`config.mk`:
```
export PLATFORM = sky130hd
export DESIGN_NAME = counter_read_arbiter_flat
export DESIGN_NICKNAME = d
export VERILOG_FILES = /design/src/rtl/counter_read_arbiter_if.sv /design/src/rtl/counter_read_arbiter.sv /design/src/flat_wrapper.sv
export SDC_FILE = /design/constraint.sdc
export NUM_CORES = 1
export LEC_CHECK = 0
export CORE_ASPECT_RATIO = 1.2
export CORE_MARGIN = 5
export CORE_UTILIZATION = 49
export DETAILED_ROUTE_END_ITERATION = 16
export PLACE_DENSITY = 0.82
export SYNTH_ARGS = -nofsm -noshare
export SYNTH_HDL_FRONTEND = slang
export SYNTH_SLANG_ARGS = --single-unit
```
`constraint.sdc`:
```
create_clock -name clk -period 3.6 [get_ports clk]
set_clock_uncertainty 0.2 [all_clocks]
set_input_delay 0.54 -clock clk [delete_from_list [all_inputs] [get_ports clk]]
set_output_delay 0.54 -clock clk [all_outputs]
set_load 0.03 [all_outputs]
```
`src/rtl/counter_read_arbiter_if.sv`:
```
// rtl/counter_read_arbiter_if.sv - requester and counter-port signals of the counter read arbiter
interface counter_read_arbiter_if #(
  parameter int NUM_REQ = 4
);
  logic [NUM_REQ-1:0] req_i;
  logic [NUM_REQ-1:0] ack_o;
  logic [63:0]        rdata_o;
  logic               err_o;
  logic               busy_o;
  logic               cnt_req_o;
  logic               cnt_atomic_o;
  logic               cnt_ack_i;
  logic [31:0]        cnt_count_i;

  // Arbiter view: serves requesters and drives the counter read port.
  modport slave (
    input  req_i, cnt_ack_i, cnt_count_i,
    output ack_o, rdata_o, err_o, busy_o, cnt_req_o, cnt_atomic_o
  );

  // Environment view: requesters plus the counter itself.
  modport master (
    output req_i, cnt_ack_i, cnt_count_i,
    input  ack_o, rdata_o, err_o, busy_o, cnt_req_o, cnt_atomic_o
  );
endinterface

```
`src/rtl/counter_read_arbiter.sv`:
```
// rtl/counter_read_arbiter.sv - round-robin arbiter for two-beat coherent 64-bit counter reads
module counter_read_arbiter #(
  parameter int NUM_REQ = 4,
  parameter int TIMEOUT = 15
) (
  input  logic                   clk,
  input  logic                   reset,
  counter_read_arbiter_if.slave  bus
);

  localparam int IW = (NUM_REQ > 1) ? $clog2(NUM_REQ) : 1;
  localparam logic [7:0] TO = 8'(TIMEOUT);

  typedef enum logic [2:0] {
    IDLE,
    ISSUE_LO,
    WAIT_LO,
    ISSUE_HI,
    WAIT_HI,
    RESP
  } state_t;

  state_t        state_q, state_d;
  logic [IW-1:0] grant_q, grant_d;
  logic [IW-1:0] ptr_q, ptr_d;
  logic [7:0]    wait_q, wait_d;
  logic [31:0]   lo_q, lo_d;
  logic [31:0]   hi_q, hi_d;
  logic          err_q, err_d;

  logic [IW-1:0] win;
  logic [IW:0]   cand;
  logic          win_found;
  logic [7:0]    wait_inc;
  logic          timeout;

  // Round-robin pick: first requester at or after ptr, wrapping modulo NUM_REQ.
  always_comb begin
    win       = '0;
    win_found = 1'b0;
    cand      = '0;
    for (int i = 0; i < NUM_REQ; i++) begin
      cand = {1'b0, ptr_q} + (IW + 1)'(i);
      if (cand >= (IW + 1)'(NUM_REQ)) begin
        cand = cand - (IW + 1)'(NUM_REQ);
      end
      if (!win_found && bus.req_i[cand[IW-1:0]]) begin
        win       = cand[IW-1:0];
        win_found = 1'b1;
      end
    end
  end

  // Wait-state budget: the count after this cycle's miss reaching TIMEOUT aborts the beat.
  always_comb begin
    wait_inc = wait_q + 8'd1;
    timeout  = (wait_inc == TO);
  end

  // Next-state logic; an ack arriving together with the timeout still wins.
  always_comb begin
    state_d = state_q;
    grant_d = grant_q;
    ptr_d   = ptr_q;
    wait_d  = wait_q;
    lo_d    = lo_q;
    hi_d    = hi_q;
    err_d   = err_q;
    case (state_q)
      IDLE: begin
        if (win_found) begin
          grant_d = win;
          ptr_d   = (int'(win) == NUM_REQ - 1) ? '0 : win + 1'b1;
          err_d   = 1'b0;
          state_d = ISSUE_LO;
        end
      end
      ISSUE_LO: begin
        wait_d  = '0;
        state_d = WAIT_LO;
      end
      WAIT_LO: begin
        if (bus.cnt_ack_i) begin
          lo_d    = bus.cnt_count_i;
          state_d = ISSUE_HI;
        end else if (timeout) begin
          err_d   = 1'b1;
          state_d = RESP;
        end else begin
          wait_d  = wait_inc;
        end
      end
      ISSUE_HI: begin
        wait_d  = '0;
        state_d = WAIT_HI;
      end
      WAIT_HI: begin
        if (bus.cnt_ack_i) begin
          hi_d    = bus.cnt_count_i;
          state_d = RESP;
        end else if (timeout) begin
          err_d   = 1'b1;
          state_d = RESP;
        end else begin
          wait_d  = wait_inc;
        end
      end
      RESP: begin
        state_d = IDLE;
      end
      default: begin
        state_d = IDLE;
      end
    endcase
  end

  // State and data registers; reset abandons any read in flight without an ack.
  always_ff @(posedge clk or posedge reset) begin
    if (reset) begin
      state_q <= IDLE;
      grant_q <= '0;
      ptr_q   <= '0;
      wait_q  <= '0;
      lo_q    <= '0;
      hi_q    <= '0;
      err_q   <= 1'b0;
    end else begin
      state_q <= state_d;
      grant_q <= grant_d;
      ptr_q   <= ptr_d;
      wait_q  <= wait_d;
      lo_q    <= lo_d;
      hi_q    <= hi_d;
      err_q   <= err_d;
    end
  end

  // Outputs decoded purely from registered state, so no input reaches an output combinationally.
  always_comb begin
    bus.cnt_req_o    = (state_q == ISSUE_LO) || (state_q == ISSUE_HI);
    bus.cnt_atomic_o = (state_q == ISSUE_LO);
    bus.busy_o       = (state_q != IDLE);
    bus.err_o        = (state_q == RESP) && err_q;
    bus.rdata_o      = ((state_q == RESP) && !err_q) ? {hi_q, lo_q} : 64'd0;
    bus.ack_o        = '0;
    for (int i = 0; i < NUM_REQ; i++) begin
      bus.ack_o[i] = (state_q == RESP) && (grant_q == IW'(i));
    end
  end

endmodule

```
`src/flat_wrapper.sv`:
```
// flat-port wrapper written by rule: the top's interface ports become plain ports
module counter_read_arbiter_flat 
#(
  parameter int NUM_REQ = 4,
  parameter int TIMEOUT = 15
)
  (clk, reset, bus_req_i, bus_cnt_ack_i, bus_cnt_count_i, bus_ack_o, bus_rdata_o, bus_err_o, bus_busy_o, bus_cnt_req_o, bus_cnt_atomic_o);
  counter_read_arbiter_if #(.NUM_REQ(NUM_REQ)) bus_i ();
  input  logic clk;
  input  logic reset;
  input wire logic [$bits(bus_i.req_i)-1:0] bus_req_i;
  input wire logic [$bits(bus_i.cnt_ack_i)-1:0] bus_cnt_ack_i;
  input wire logic [$bits(bus_i.cnt_count_i)-1:0] bus_cnt_count_i;
  output wire logic [$bits(bus_i.ack_o)-1:0] bus_ack_o;
  output wire logic [$bits(bus_i.rdata_o)-1:0] bus_rdata_o;
  output wire logic [$bits(bus_i.err_o)-1:0] bus_err_o;
  output wire logic [$bits(bus_i.busy_o)-1:0] bus_busy_o;
  output wire logic [$bits(bus_i.cnt_req_o)-1:0] bus_cnt_req_o;
  output wire logic [$bits(bus_i.cnt_atomic_o)-1:0] bus_cnt_atomic_o;
  assign bus_i.req_i = bus_req_i;
  assign bus_i.cnt_ack_i = bus_cnt_ack_i;
  assign bus_i.cnt_count_i = bus_cnt_count_i;
  assign bus_ack_o = bus_i.ack_o;
  assign bus_rdata_o = bus_i.rdata_o;
  assign bus_err_o = bus_i.err_o;
  assign bus_busy_o = bus_i.busy_o;
  assign bus_cnt_req_o = bus_i.cnt_req_o;
  assign bus_cnt_atomic_o = bus_i.cnt_atomic_o;
  counter_read_arbiter #(.NUM_REQ(NUM_REQ), .TIMEOUT(TIMEOUT)) u_core (.clk(clk), .reset(reset), .bus(bus_i));
endmodule
```
## Word level (Yosys, flattened, before mapping)

Index checks and enable logic that the tools add are counted.

- Bits in latches: 0
- Memories: 0
- RAM bits: 0
- Output and inout port bits: 72
- Bits of input ports: 39
- Flip-flop bits (word level): 80
- Memory bits (read-only): 0
- Word-level logic and storage cells: 98

- Bitwise gates (word level): 0
- Reductions and logical operators: 26
- Order comparisons: 8
- Multiplexer cells: 34
- Add/subtract/negate cells: 9
- Div/mod/pow operators: 0
- Shift-type cells: 0
- $mul: 0
- Eq/ne operators: 14

Operators by type and width:

| cell | number |
|---|---|
| 64-bit 2-to-1 mux | 1 |
| 2-bit 2-to-1 mux | 9 |
| 8-bit 2-to-1 mux | 2 |
| 8-bit case mux with 2 select lines | 1 |
| 3-bit case mux with 5 select lines | 1 |
| 2-bit by 3-bit < comparator with 1-bit output (second input constant) | 4 |
| 3-bit 2-to-1 mux | 4 |
| 1-bit 2-to-1 mux | 11 |
| 3-bit greater-or-equal comparator (second input constant) | 3 |
| 1-bit logical AND | 9 |
| 8-bit by 1-bit adder with 8-bit output (second input constant) | 1 |
| 1-bit binary-select mux with 2-bit select | 4 |
| 8-bit by 4-bit equality test with 1-bit output (second input constant) | 1 |
| 2-bit by 1-bit subtractor with 2-bit output (second input constant) | 4 |
| 2-bit by 2-bit adder with 3-bit output (second input constant) | 2 |
| 3-bit by 2-bit equality test with 1-bit output (second input constant) | 2 |
| 3-bit equality test (second input constant) | 2 |
| 2-bit AND reduction | 3 |
| 2-bit by 1-bit equality test with 1-bit output (second input constant) | 2 |
| 2-bit equality test (second input constant) | 2 |
| 1-bit logical NOT | 4 |
| 2-bit by 1-bit != test with 1-bit output (second input constant) | 2 |
| 2-bit != test (second input constant) | 2 |
| 4-bit AND reduction | 1 |
| other kinds (12) | 14 |

## Logic depth before layout (Yosys ltp)

Gate-level depths: netlist (run 1).

- Word-level depth: 16
- Gate-level depth with buffers: 8
- Depth with buffers taken out: 7

## Least setup slack after synthesis (run 1)

No wires, ideal clock.

- Kind: register to output
- From: register u_core.state_q[2]
- To: output port bus_ack_o[1]
- Slack: 1.341 ns
- Stages on the path, launching flop included: 5
- Data required time: 2.860 ns
- Arrival: 1.519 ns
- Buffers on the path: 0
- Cell sequence: dfrtp_1 > inv_2 > nor2_1 > nand2_1 > nor3b_1

- Cells in the longest elaborated chain, start to end: 2

Ends and longest elaborated chain:

| item | line | text |
|---|---|---|
| start, declared | counter_read_arbiter.sv:23 | `state_t state_q, state_d;` |
| start signal, assigned | counter_read_arbiter.sv:128 | `state_q <= state_d;` |
| 3-bit equality test | counter_read_arbiter.sv:147 | `bus.ack_o[i] = (state_q == RESP) && (grant_q == IW'(i));` |
| 1-bit logical AND | counter_read_arbiter.sv:147 |  |
| end, declared | flat_wrapper.sv:14 | `output wire logic [$bits(bus_i.ack_o)-1:0] bus_ack_o;` |

No other way between the ends.

## Final worst setup path (run 1)

Same ends and word-level chain as after synthesis.

==> results.ini, run 1 <==
[grt]
grt_pass1_vias = 3229
antenna_found_initial = 0
grt_max_degree = 65
grt_usage_pct = 18.3
grt_pass1_wl_mm = 15.6
grt_overflow = 0

[worst_setup_path]
criticalPathCategory = flip-flop to primary output
arrival_ps = 2430
cp.required_ps = 2860
endpoint_kind = primary output
crit_fanout = 14
critPathMaxStageDelay_ps = 710
critPathLaunchType = flip-flop
crit_slowest_cell = clkdlybuf4s50_1
path_cells = inv_2 > nor2_1 > nand2_1 > nor3b_1 > clkdlybuf4s50_1
path_delay_family = buffers and inverters
path_buf_inv = 2

[clock_network]
cts_buffers = 9
clock_latency_ps = 340
ctsLongestPathBuffers = 2
cts_hold_buf = 0
cts_resized = 0
clkSinkCount = 80
cts_setup_buffers = 0
cts_root_buffer = clkbuf_8
clk_pin_slew_ps = 80
cts_tree = done
h-tree-depth = 3

[worst_hold_path]
hp-class = flip-flop to flip-flop

[synth]
synth-main-ff-cell = dfrtp_1
syn_nets = 417
avgSynthCellArea_um2 = 11.2
ys_ff_latch = 80
synth_edf_count = 0
synth_cells = 376
yosysSeqAreaShare_pct = 47.4
ys.warnings.count = 0
synth_cell_types = 52
synthesis.area_um2 = 4220
synth_async_sr_flop_share_pct = 100

[sta]
finalSetupViolCount = 0
worstMarginPinSlew_ps = 775
rsz0062_at_grt = no
hold_viol_final = 0
min_period_ps = 3170
setup_tns_ps = 0
fmax_mhz = 315
period_share_pct = 88.1
slew_headroom_pct = 48.2
maxSlewViolCount = 0

[drt]
wirelength_mm = 9.47
routed_via_density = 5.21
post-route-drc-count = 0
wire_per_inst_um = 15.8
firstDrtPassIters = 4
drt_iter0_markers = 87
final_antenna_net_count = 0
num_vias = 3118

[floorplanning]
rows = 37
die_area_um2 = 10600
die_x_um = 94.7
coreArea_um2 = 8520
die_h_um = 112
ios = 111
start_util_pct = 49.6

[power]
p_leak_nw = 2.42
peakVddDrop_mv = 0.335
p_per_area_nw_per_um2 = 715

[placement]
gp_congestion = 0.797
dp_hpwl_mm = 6.85
dpl.cell_count = 582
numPortBuffers = 110

[cells_and_area]
layout_commonest_cell = dfrtp_1
layout.cells.non_filler = 598
drive_gt1_share_pct = 30.1
diodes = 0
area_growth_pct = 28.0
final_cell_mix = 80 x dfrtp_1, 67 x buf_4, 66 x and2_1, 51 x mux2_2, 46 x clkdlybuf4s50_1
fin_nets = 517

[run_status]
status = complete, no violations

[job]
max-cap-violations = 0

-- cell usage after synthesis (3+ instances only) --
library cell / count / area, µm²
dfrtp_1: 80 / 2000
and2_1: 66 / 413
mux2_2: 51 / 574
nor2_1: 21 / 78.8
mux2_1: 16 / 180
nand2_1: 16 / 60.1
a21oi_1: 11 / 55.1
buf_2: 10 / 50.1
buf_4: 7 / 52.6
mux2i_1: 7 / 70.1
nor2b_1: 7 / 43.8
and3_1: 6 / 37.5
inv_1: 6 / 22.5
o21ai_0: 6 / 30.0
buf_6: 5 / 56.3
o21ai_1: 5 / 25.0
nor3_1: 4 / 20.0
a311oi_1: 3 / 26.3
nor4_1: 3 / 18.8
o21a_1: 3 / 22.5
-- flip-flops by register name, indices dropped and copies added (netlist names), named ones only --
name            flops
u_core.wait_q       8
u_core.ptr_q        1
u_core.err_q        1
u_core.hi_q        32
u_core.grant_q      2
u_core.state_q      3
u_core.lo_q        32
-- layout make-up --
cell class              instances  area [µm²]
clock buffers                  12         145
clock inverters                 4        76.3
fillers                       706        3120
inverters                       8        30.0
multi-input cells             263        2020
flip-flops and latches         80        2000
well taps                     117         146
repair buffers                114         983
-- worst paths after layout --
path / start / end / slack, ps / depth (start not counted)
worst max register to register: u_core.wait_q[0] / u_core.wait_q[2] / 1260 / 7
worst min register to register: u_core.hi_q[17] / u_core.hi_q[17] / 280 / 1
worst min-delay path: u_core.hi_q[17] / u_core.hi_q[17] / 280 / 1
worst max-delay path: u_core.state_q[2] / bus_ack_o[1] / 430 / 5
max in group asynchronous: reset / u_core.lo_q[14] / 2020 / 3
min in group asynchronous: reset / u_core.hi_q[5] / 460 / 2
-- per-stage QoR --
step | total power, mW | worst slack, ps | cell area (µm²) | hold slack (ps) | utilization [%]
after global placement | 3.09 | 924 | 5180 | 260 | 60.8
final | 3.86 | 428 | 5400 | 280 | 63.4
after floorplan | 2.75 | 808 | 4220 | 249 | -
after global routing | 4.14 | 193 | 5400 | 299 | 63.4
after detailed placement | 3.17 | 788 | 5180 | 266 | 60.8
after CTS | 3.90 | 405 | 5400 | 285 | 63.4
-- worst register-to-register path, stage by stage (launching register included) --
cell and delay (ps):
dfrtp_1 500, inv_1 90, ha_1 210, nor3b_4 170, a311oi_1 390, mux2_1 360
a221oi_1 220, o21ai_1 80
-- kinds of logic after synthesis --
kind of cell,Yosys count,share of synthesized area (%)
and+or+nand+nor,144,20.5
AOI/OAI and AO/OA,41,6.64
xor gates and xnor gates,1,0.208
buffers and inverters,33,4.89
DFF,80,47.4
muxes,74,19.5
adders and majority gates,3,0.830
-- routing by layer --
layer  global-route usage (%)  part of all wire [%]  vias up
li1                         -                     -     1491
met1                     22.1                    40     1524
met2                     31.7                    52       90
met3                     4.46                   6.5       13
met4                     5.58                   1.6        0
met5                        0                     0        -
-- where the power goes --
part / internal (mW) / total [mW] / switching [mW]
clock: 0.413 / 0.732 / 0.319
sequential: 1.33 / 1.67 / 0.339
combinational: 0.740 / 1.46 / 0.722
Note: power is estimated with default switching activity, not from simulation.
==> inputs of run 2 (changes only) <==
- SKIP_CTS_REPAIR_TIMING: not set -> 1
==> results of run 2 <==
No change in the layout: final DEF, timing and power equal those of run 1.
